$ cat src/rtl/inst_fetch_pkg.sv
// Shared definitions for the instruction-fetch stage.
//   DEF_ADDR_W    default PC / memory address width
//   DEF_RESET_PC  default byte address of the first fetch after reset
//   DEF_PC_STEP   default byte increment between sequential fetches
//   FIFO_DEPTH    number of fetched words the output buffer can hold
//   ST_*          fetch FSM state encodings
package inst_fetch_pkg;

    localparam int unsigned DEF_ADDR_W   = 32;
    localparam logic [31:0] DEF_RESET_PC = 32'h0000_0000;
    localparam int unsigned DEF_PC_STEP  = 4;
    localparam int unsigned FIFO_DEPTH   = 2;

    typedef logic [1:0] fetch_state_t;

    localparam fetch_state_t ST_IDLE  = 2'd0;
    localparam fetch_state_t ST_RUN   = 2'd1;
    localparam fetch_state_t ST_HOLD  = 2'd2;
    localparam fetch_state_t ST_FLUSH = 2'd3;

endpackage

$ cat src/rtl/inst_fetch_skid_fifo.sv
// Two-entry buffer between the BRAM return path and the decoder.
// The head entry always sits in slot0, so the head output comes straight from a register.
//   clk        clock
//   rst        asynchronous, active-high reset
//   clear      drop all entries (wins over push and pop)
//   push       write push_data (never issued while full without a pop)
//   push_data  entry to store
//   pop        remove the head entry (only while count != 0)
//   count      number of stored entries (0..2)
//   head       oldest entry, undefined content while count == 0
module inst_fetch_skid_fifo #(
    parameter int unsigned WIDTH = 96
) (
    input  logic             clk,
    input  logic             rst,
    input  logic             clear,
    input  logic             push,
    input  logic [WIDTH-1:0] push_data,
    input  logic             pop,
    output logic [1:0]       count,
    output logic [WIDTH-1:0] head
);

    logic [WIDTH-1:0] slot0_q, slot0_d;
    logic [WIDTH-1:0] slot1_q, slot1_d;
    logic [1:0]       count_q, count_d;

    always_comb begin
        slot0_d = slot0_q;
        slot1_d = slot1_q;
        count_d = count_q;
        if (clear) begin
            count_d = 2'd0;
        end else begin
            case ({push, pop})
                2'b10: begin
                    if (count_q == 2'd0) begin
                        slot0_d = push_data;
                    end else begin
                        slot1_d = push_data;
                    end
                    count_d = count_q + 2'd1;
                end
                2'b01: begin
                    slot0_d = slot1_q;
                    count_d = count_q - 2'd1;
                end
                2'b11: begin
                    // Count is unchanged; the new word lands behind whatever remains.
                    if (count_q == 2'd1) begin
                        slot0_d = push_data;
                    end else begin
                        slot0_d = slot1_q;
                        slot1_d = push_data;
                    end
                end
                default: begin
                end
            endcase
        end
    end

    always_ff @(posedge clk or posedge rst) begin
        if (rst) begin
            slot0_q <= '0;
            slot1_q <= '0;
            count_q <= 2'd0;
        end else begin
            slot0_q <= slot0_d;
            slot1_q <= slot1_d;
            count_q <= count_d;
        end
    end

    assign count = count_q;
    assign head  = slot0_q;

endmodule

$ cat src/rtl/inst_fetch.sv
// Instruction-fetch stage: owns the PC, drives a synchronous BRAM with 1-cycle read latency
// and hands {instruction, pc, pc+step} to the decoder over a valid/ready handshake.
//   clk              fetch clock
//   RST              asynchronous, active-high reset
//   imem_ena         BRAM read request this cycle
//   imem_addr        BRAM byte address
//   imem_rdata       BRAM read data, valid the cycle after imem_ena
//   redirect_valid   taken branch/jump this cycle
//   redirect_target  new PC, low two bits ignored
//   inst_valid       inst_out / inst_pc / inst_pc_plus4 hold a fetched word
//   inst_ready       consumer accepts the presented word
//   inst_out         instruction word
//   inst_pc          byte address of inst_out
//   inst_pc_plus4    inst_pc + PC_STEP
module inst_fetch
    import inst_fetch_pkg::*;
#(
    parameter int unsigned       ADDR_W   = DEF_ADDR_W,
    parameter logic [ADDR_W-1:0] RESET_PC = ADDR_W'(DEF_RESET_PC),
    parameter int unsigned       PC_STEP  = DEF_PC_STEP
) (
    input  logic              clk,
    input  logic              RST,
    output logic              imem_ena,
    output logic [ADDR_W-1:0] imem_addr,
    input  logic [31:0]       imem_rdata,
    input  logic              redirect_valid,
    input  logic [ADDR_W-1:0] redirect_target,
    output logic              inst_valid,
    input  logic              inst_ready,
    output logic [31:0]       inst_out,
    output logic [ADDR_W-1:0] inst_pc,
    output logic [ADDR_W-1:0] inst_pc_plus4
);

    localparam logic [ADDR_W-1:0] STEP       = ADDR_W'(PC_STEP);
    localparam logic [ADDR_W-1:0] ALIGN_MASK = ~ADDR_W'(3);
    localparam int unsigned       ENTRY_W    = 32 + 2 * ADDR_W;
    localparam logic [1:0]        FULL_COUNT = 2'(FIFO_DEPTH);

    logic [ADDR_W-1:0] pc_req_q, pc_req_d;
    logic              inflight_q, inflight_d;
    logic [ADDR_W-1:0] inflight_pc_q, inflight_pc_d;
    logic              inflight_epoch_q, inflight_epoch_d;
    logic              epoch_q, epoch_d;
    fetch_state_t      state_q, state_d;

    logic [1:0]         count;
    logic               full;
    logic               push;
    logic               pop;
    logic [1:0]         pending;
    logic               credit_ok;
    logic               issue;
    logic [ENTRY_W-1:0] push_data;
    logic [ENTRY_W-1:0] head;

    assign full       = (count == FULL_COUNT);
    assign inst_valid = (count != 2'd0);
    assign pop        = inst_valid & inst_ready;
    // Words from before the last redirect belong to the old epoch and are dropped.
    assign push       = inflight_q & (inflight_epoch_q == epoch_q);
    assign push_data  = {imem_rdata, inflight_pc_q, inflight_pc_q + STEP};

    // A pop this cycle frees its slot in time for the word returning next cycle.
    assign pending   = (count - {1'b0, pop}) + {1'b0, inflight_q};
    assign credit_ok = (pending < FULL_COUNT);

    always_comb begin
        issue = 1'b0;
        if (!RST && !redirect_valid) begin
            // HOLD only occurs with a full buffer and nothing in flight.
            if (state_q == ST_HOLD) begin
                issue = pop;
            end else begin
                issue = credit_ok;
            end
        end
    end

    always_comb begin
        pc_req_d         = pc_req_q;
        inflight_d       = issue;
        inflight_pc_d    = inflight_pc_q;
        inflight_epoch_d = inflight_epoch_q;
        epoch_d          = epoch_q;
        if (redirect_valid) begin
            pc_req_d = redirect_target & ALIGN_MASK;
            epoch_d  = ~epoch_q;
        end else if (issue) begin
            pc_req_d         = pc_req_q + STEP;
            inflight_pc_d    = pc_req_q;
            inflight_epoch_d = epoch_q;
        end
    end

    always_comb begin
        state_d = state_q;
        if (redirect_valid) begin
            state_d = ST_FLUSH;
        end else begin
            case (state_q)
                ST_IDLE: state_d = ST_RUN;
                default: state_d = (full && !inst_ready) ? ST_HOLD : ST_RUN;
            endcase
        end
    end

    always_ff @(posedge clk or posedge RST) begin
        if (RST) begin
            pc_req_q         <= RESET_PC;
            inflight_q       <= 1'b0;
            inflight_pc_q    <= '0;
            inflight_epoch_q <= 1'b0;
            epoch_q          <= 1'b0;
            state_q          <= ST_IDLE;
        end else begin
            pc_req_q         <= pc_req_d;
            inflight_q       <= inflight_d;
            inflight_pc_q    <= inflight_pc_d;
            inflight_epoch_q <= inflight_epoch_d;
            epoch_q          <= epoch_d;
            state_q          <= state_d;
        end
    end

    inst_fetch_skid_fifo #(
        .WIDTH (ENTRY_W)
    ) u_fifo (
        .clk       (clk),
        .rst       (RST),
        .clear     (redirect_valid),
        .push      (push),
        .push_data (push_data),
        .pop       (pop),
        .count     (count),
        .head      (head)
    );

    assign imem_ena  = issue;
    assign imem_addr = pc_req_q;
    assign {inst_out, inst_pc, inst_pc_plus4} = head;

endmodule

$ cat config.mk
export PLATFORM = sky130hd
export DESIGN_NAME = inst_fetch
export DESIGN_NICKNAME = d
export VERILOG_FILES = /design/src/rtl/inst_fetch_pkg.sv /design/src/rtl/inst_fetch_skid_fifo.sv /design/src/rtl/inst_fetch.sv
export SDC_FILE = /design/constraint.sdc
export NUM_CORES = 1
export LEC_CHECK = 0
export ABC_AREA = 1
export CORE_UTILIZATION = 35
export CTS_CLUSTER_DIAMETER = 80
export DETAILED_ROUTE_END_ITERATION = 8
export GPL_ROUTABILITY_DRIVEN = 0
export PLACE_DENSITY = 0.66
export SETUP_SLACK_MARGIN = 0.05
export SYNTH_ARGS = -nofsm -noshare
export SYNTH_HDL_FRONTEND = slang
export SYNTH_SLANG_ARGS = --single-unit
$ cat constraint.sdc
create_clock -name clk -period 9 [get_ports clk]
set_input_delay 1.35 -clock clk [delete_from_list [all_inputs] [get_ports clk]]
set_output_delay 1.35 -clock clk [all_outputs]
set_load 0.005 [all_outputs]
==> results.txt <==
Setup violations, final -> 0
Post-CTS sizing -> 0
Minimum clock period after layout -> 5.50 ns
Vias/cell -> 4.98
Avg WL per Cell -> 16.1 µm
CP Class -> in2out
Syn. warnings -> 0
Crit end category -> primary output
CTS Buffer Depth -> 3
Peak supply drop -> 0.167 mV
Run status -> finished, final reports clean
Clock root buffer -> clkbuf_16
Share of layout cells above drive strength 1 -> 4.62%
Rows -> 68
RSZ-0062 raised after global routing -> false
Largest net degree at the start of global routing -> 111
Antenna Cells -> 0
Total gr overflow -> 0
Initial Utilization -> 35.7%
Max Freq -> 182 MHz
Syn_area_per_cell -> 7.63 µm²
IO Count -> 198
Post-Synthesis Cells -> 1,624
Chip width -> 190 µm
DRT iter0 DRCs -> 871
Footprint of the multi-input gates -> 5230 µm²
Worst endpoint data arrival time -> 4.15 ns
Most used DFF post-synth -> dfrtp_1
Final WL -> 36,300 µm
First-pass GRT wire length -> 58,500 µm
Max Fanout on Critical Path -> 110
Setup bufs post-CTS -> 0
Area grow syn2layout -> 24.3%
Hold WS -> 0.476 ns
CTS tree -> done
Synth async-reset ratio -> 100%
Final instance area -> 15,400 µm²
DP HPWL -> 24,300 µm
Reg area -> 6310 µm²
Register bit count reported by yosys -> 252
Core box area -> 34,700 µm²
Seq/Total Area, Yosys -> 50.9%
Netlist cell types -> 35
Final hold violations -> 0
Number of global-route vias before repair -> 10,855
Final ANT Viol Nets -> 0
CP Launch Type -> input pin
Clk sinks -> 252
Antenna violations before repair -> 0
Setup skew after layout -> 0.0192 ns
Slew Limit Fails -> 0
Die area -> 36,100 µm²
PD cells -> 316 nW/µm²
Nets -> 1,849
Post-synth EDFFs -> 0
Fin Setup TNS -> 0 ns
Period utilisation layout -> 61.1%
Util after Layout -> 44.3%
Drt drc -> 0
Post-DP Area -> 14,500 µm²
Post-Synthesis Cell Area -> 12,400 µm²
IO buf count -> 193
All-layer global routing usage -> 20.1%
Clock latency on the worst-skew pair -> 0.54 ns
Total CTS buffers -> 28
DR pass1 iterations -> 5
Hold Buf Count CTS -> 0
Die Span Y -> 190 µm
Tightest Pin Transition -> 1.14 ns
Max Cap Viol -> 0
P_leak -> 7.28 nW
DR vias -> 11,211
CTS H-tree depth -> 1
Fill count -> 3,450
Hold Crit Class -> reg2reg
Critical path required time -> 7.65 ns
Clk pin slew, worst setup/hold paths -> 0.06 ns
Max-slew headroom -> 23.7%
==> through the flow <==
| step | setup slack (ns) | power (mW) | cells |
|---|---|---|---|
| after floorplan | 0.213 | 2.89 | 1625 |
| after global placement | 3.45 | 3.68 | 2200 |
| after detailed placement | 3.44 | 3.73 | 2200 |
| after CTS | 3.42 | 4.90 | 2251 |
| after global routing | 3.18 | 5.21 | 2251 |
| final | 3.50 | 4.86 | 2251 |
==> sequential cells by signal, summed over array words and instances, names as in the netlist <==
| register | flops |
|---|---|
| imem_addr | 30 |
| u_fifo.count | 2 |
| u_fifo.head | 93 |
| inflight_pc_q | 30 |
| epoch_q | 1 |
| inflight_epoch_q | 1 |
| state_q | 2 |
| u_fifo.slot1_q | 92 |
| inflight_q | 1 |
==> per-layer routing <==
layer | wire, µm | up-vias | global-route usage (%) | part of all wire (%)
met5 | 0 | - | 0 | 0
met4 | 875 | 0 | 5.30 | 2.4
met3 | 2560 | 59 | 2.77 | 7.0
met2 | 16400 | 397 | 32.2 | 45
met1 | 16500 | 5304 | 28.5 | 45
li1 | - | 5451 | - | -
==> synth_stat cells (8+ instances only) <==
cell type | instances | share of area (%)
a31oi_1 | 11 | 0.56
nand2_1 | 623 | 19
buf_6 | 12 | 1.1
nand3_1 | 107 | 4.3
xor2_1 | 19 | 1.3
o21ai_1 | 119 | 4.8
buf_2 | 40 | 1.6
a21oi_1 | 8 | 0.32
dfrtp_1 | 252 | 51
nand2_2 | 10 | 0.51
o21ai_0 | 99 | 4.0
nor2_1 | 170 | 5.2
buf_4 | 18 | 1.1
inv_1 | 85 | 2.6
==> critical path, cell delays in order <==
cell	delay, ns
clkdlybuf4s50_1	0.49
inv_8	0.53
nand2_1	0.12
a31oi_1	0.19
nand2_2	0.65
inv_2	0.22
clkdlybuf4s50_1	0.53
==> cells in the final DEF (no fill, tap or decap), types with 2 or more instances in the layout <==
| cell type | instances |
|---|---|
| nor2_4 | 2 |
| and2_1 | 2 |
| conb_1 | 2 |
| nand3_1 | 107 |
| clkbuf_16 | 29 |
| clkbuf_1 | 6 |
| nand2_2 | 9 |
| clkdlybuf4s50_1 | 193 |
| buf_4 | 8 |
| o21ai_0 | 99 |
| nor2_2 | 4 |
| dfrtp_1 | 252 |
| inv_2 | 6 |
| clkinv_2 | 6 |
| a21oi_1 | 8 |
| o21ai_1 | 119 |
| nand3b_1 | 3 |
| inv_1 | 84 |
| xor2_1 | 19 |
| nor2_1 | 170 |
| a31oi_1 | 11 |
| nand2_1 | 623 |
| or2_1 | 5 |
| nand2_4 | 2 |
| ha_1 | 6 |
| clkbuf_8 | 9 |
==> kinds of logic (layout without fill, tap and decap cells) <==
kind of cell	Yosys count	in the layout	share of synthesized area, %
compound gates	240	240	9.86
other cells	1	2	0.0303
flops	252	252	50.9
simple gates	932	932	30.2
fa+ha+maj	6	6	0.606
xor+xnor	19	19	1.34
buf+inv	174	345	7.01
==> path summary, 6_finish.rpt <==
check	start	end	slack (ns)	depth (start not counted)
worst max-delay path	RST	imem_ena	3.50	7
worst min-delay path	u_fifo.slot1_q[4]$_DFFE_PP0P_	u_fifo.slot1_q[4]$_DFFE_PP0P_	0.48	2
worst max register to register	u_fifo.count[0]$_DFFE_PP0P_	u_fifo.head[56]$_DFFE_PP0P_	5.57	11
worst min register to register	u_fifo.slot1_q[4]$_DFFE_PP0P_	u_fifo.slot1_q[4]$_DFFE_PP0P_	0.48	2
max in group asynchronous	RST	u_fifo.head[2]$_DFFE_PP0P_	6.16	3
min in group asynchronous	RST	u_fifo.slot1_q[67]$_DFFE_PP0P_	1.34	2
==> final cells by class <==
type / count / share of cell area (%)
clock inverters: 7 / 0.407
clock buffers: 44 / 5.67
well taps: 455 / 3.70
inverters: 93 / 2.34
multi-input cells: 1199 / 34.0
repair buffers: 201 / 12.9
flip-flops and latches: 252 / 41.0
==> where the power goes <==
group | leakage (nW) | total [mW] | internal [mW] | switching, mW
Clock | 0.463 | 1.15 | 0.689 | 0.463
Sequential | 3.18 | 2.03 | 1.61 | 0.413
Combinational | 3.64 | 1.68 | 0.778 | 0.904
Total | 7.28 | 4.86 | 3.08 | 1.78
(Power assumes the default switching activity.)
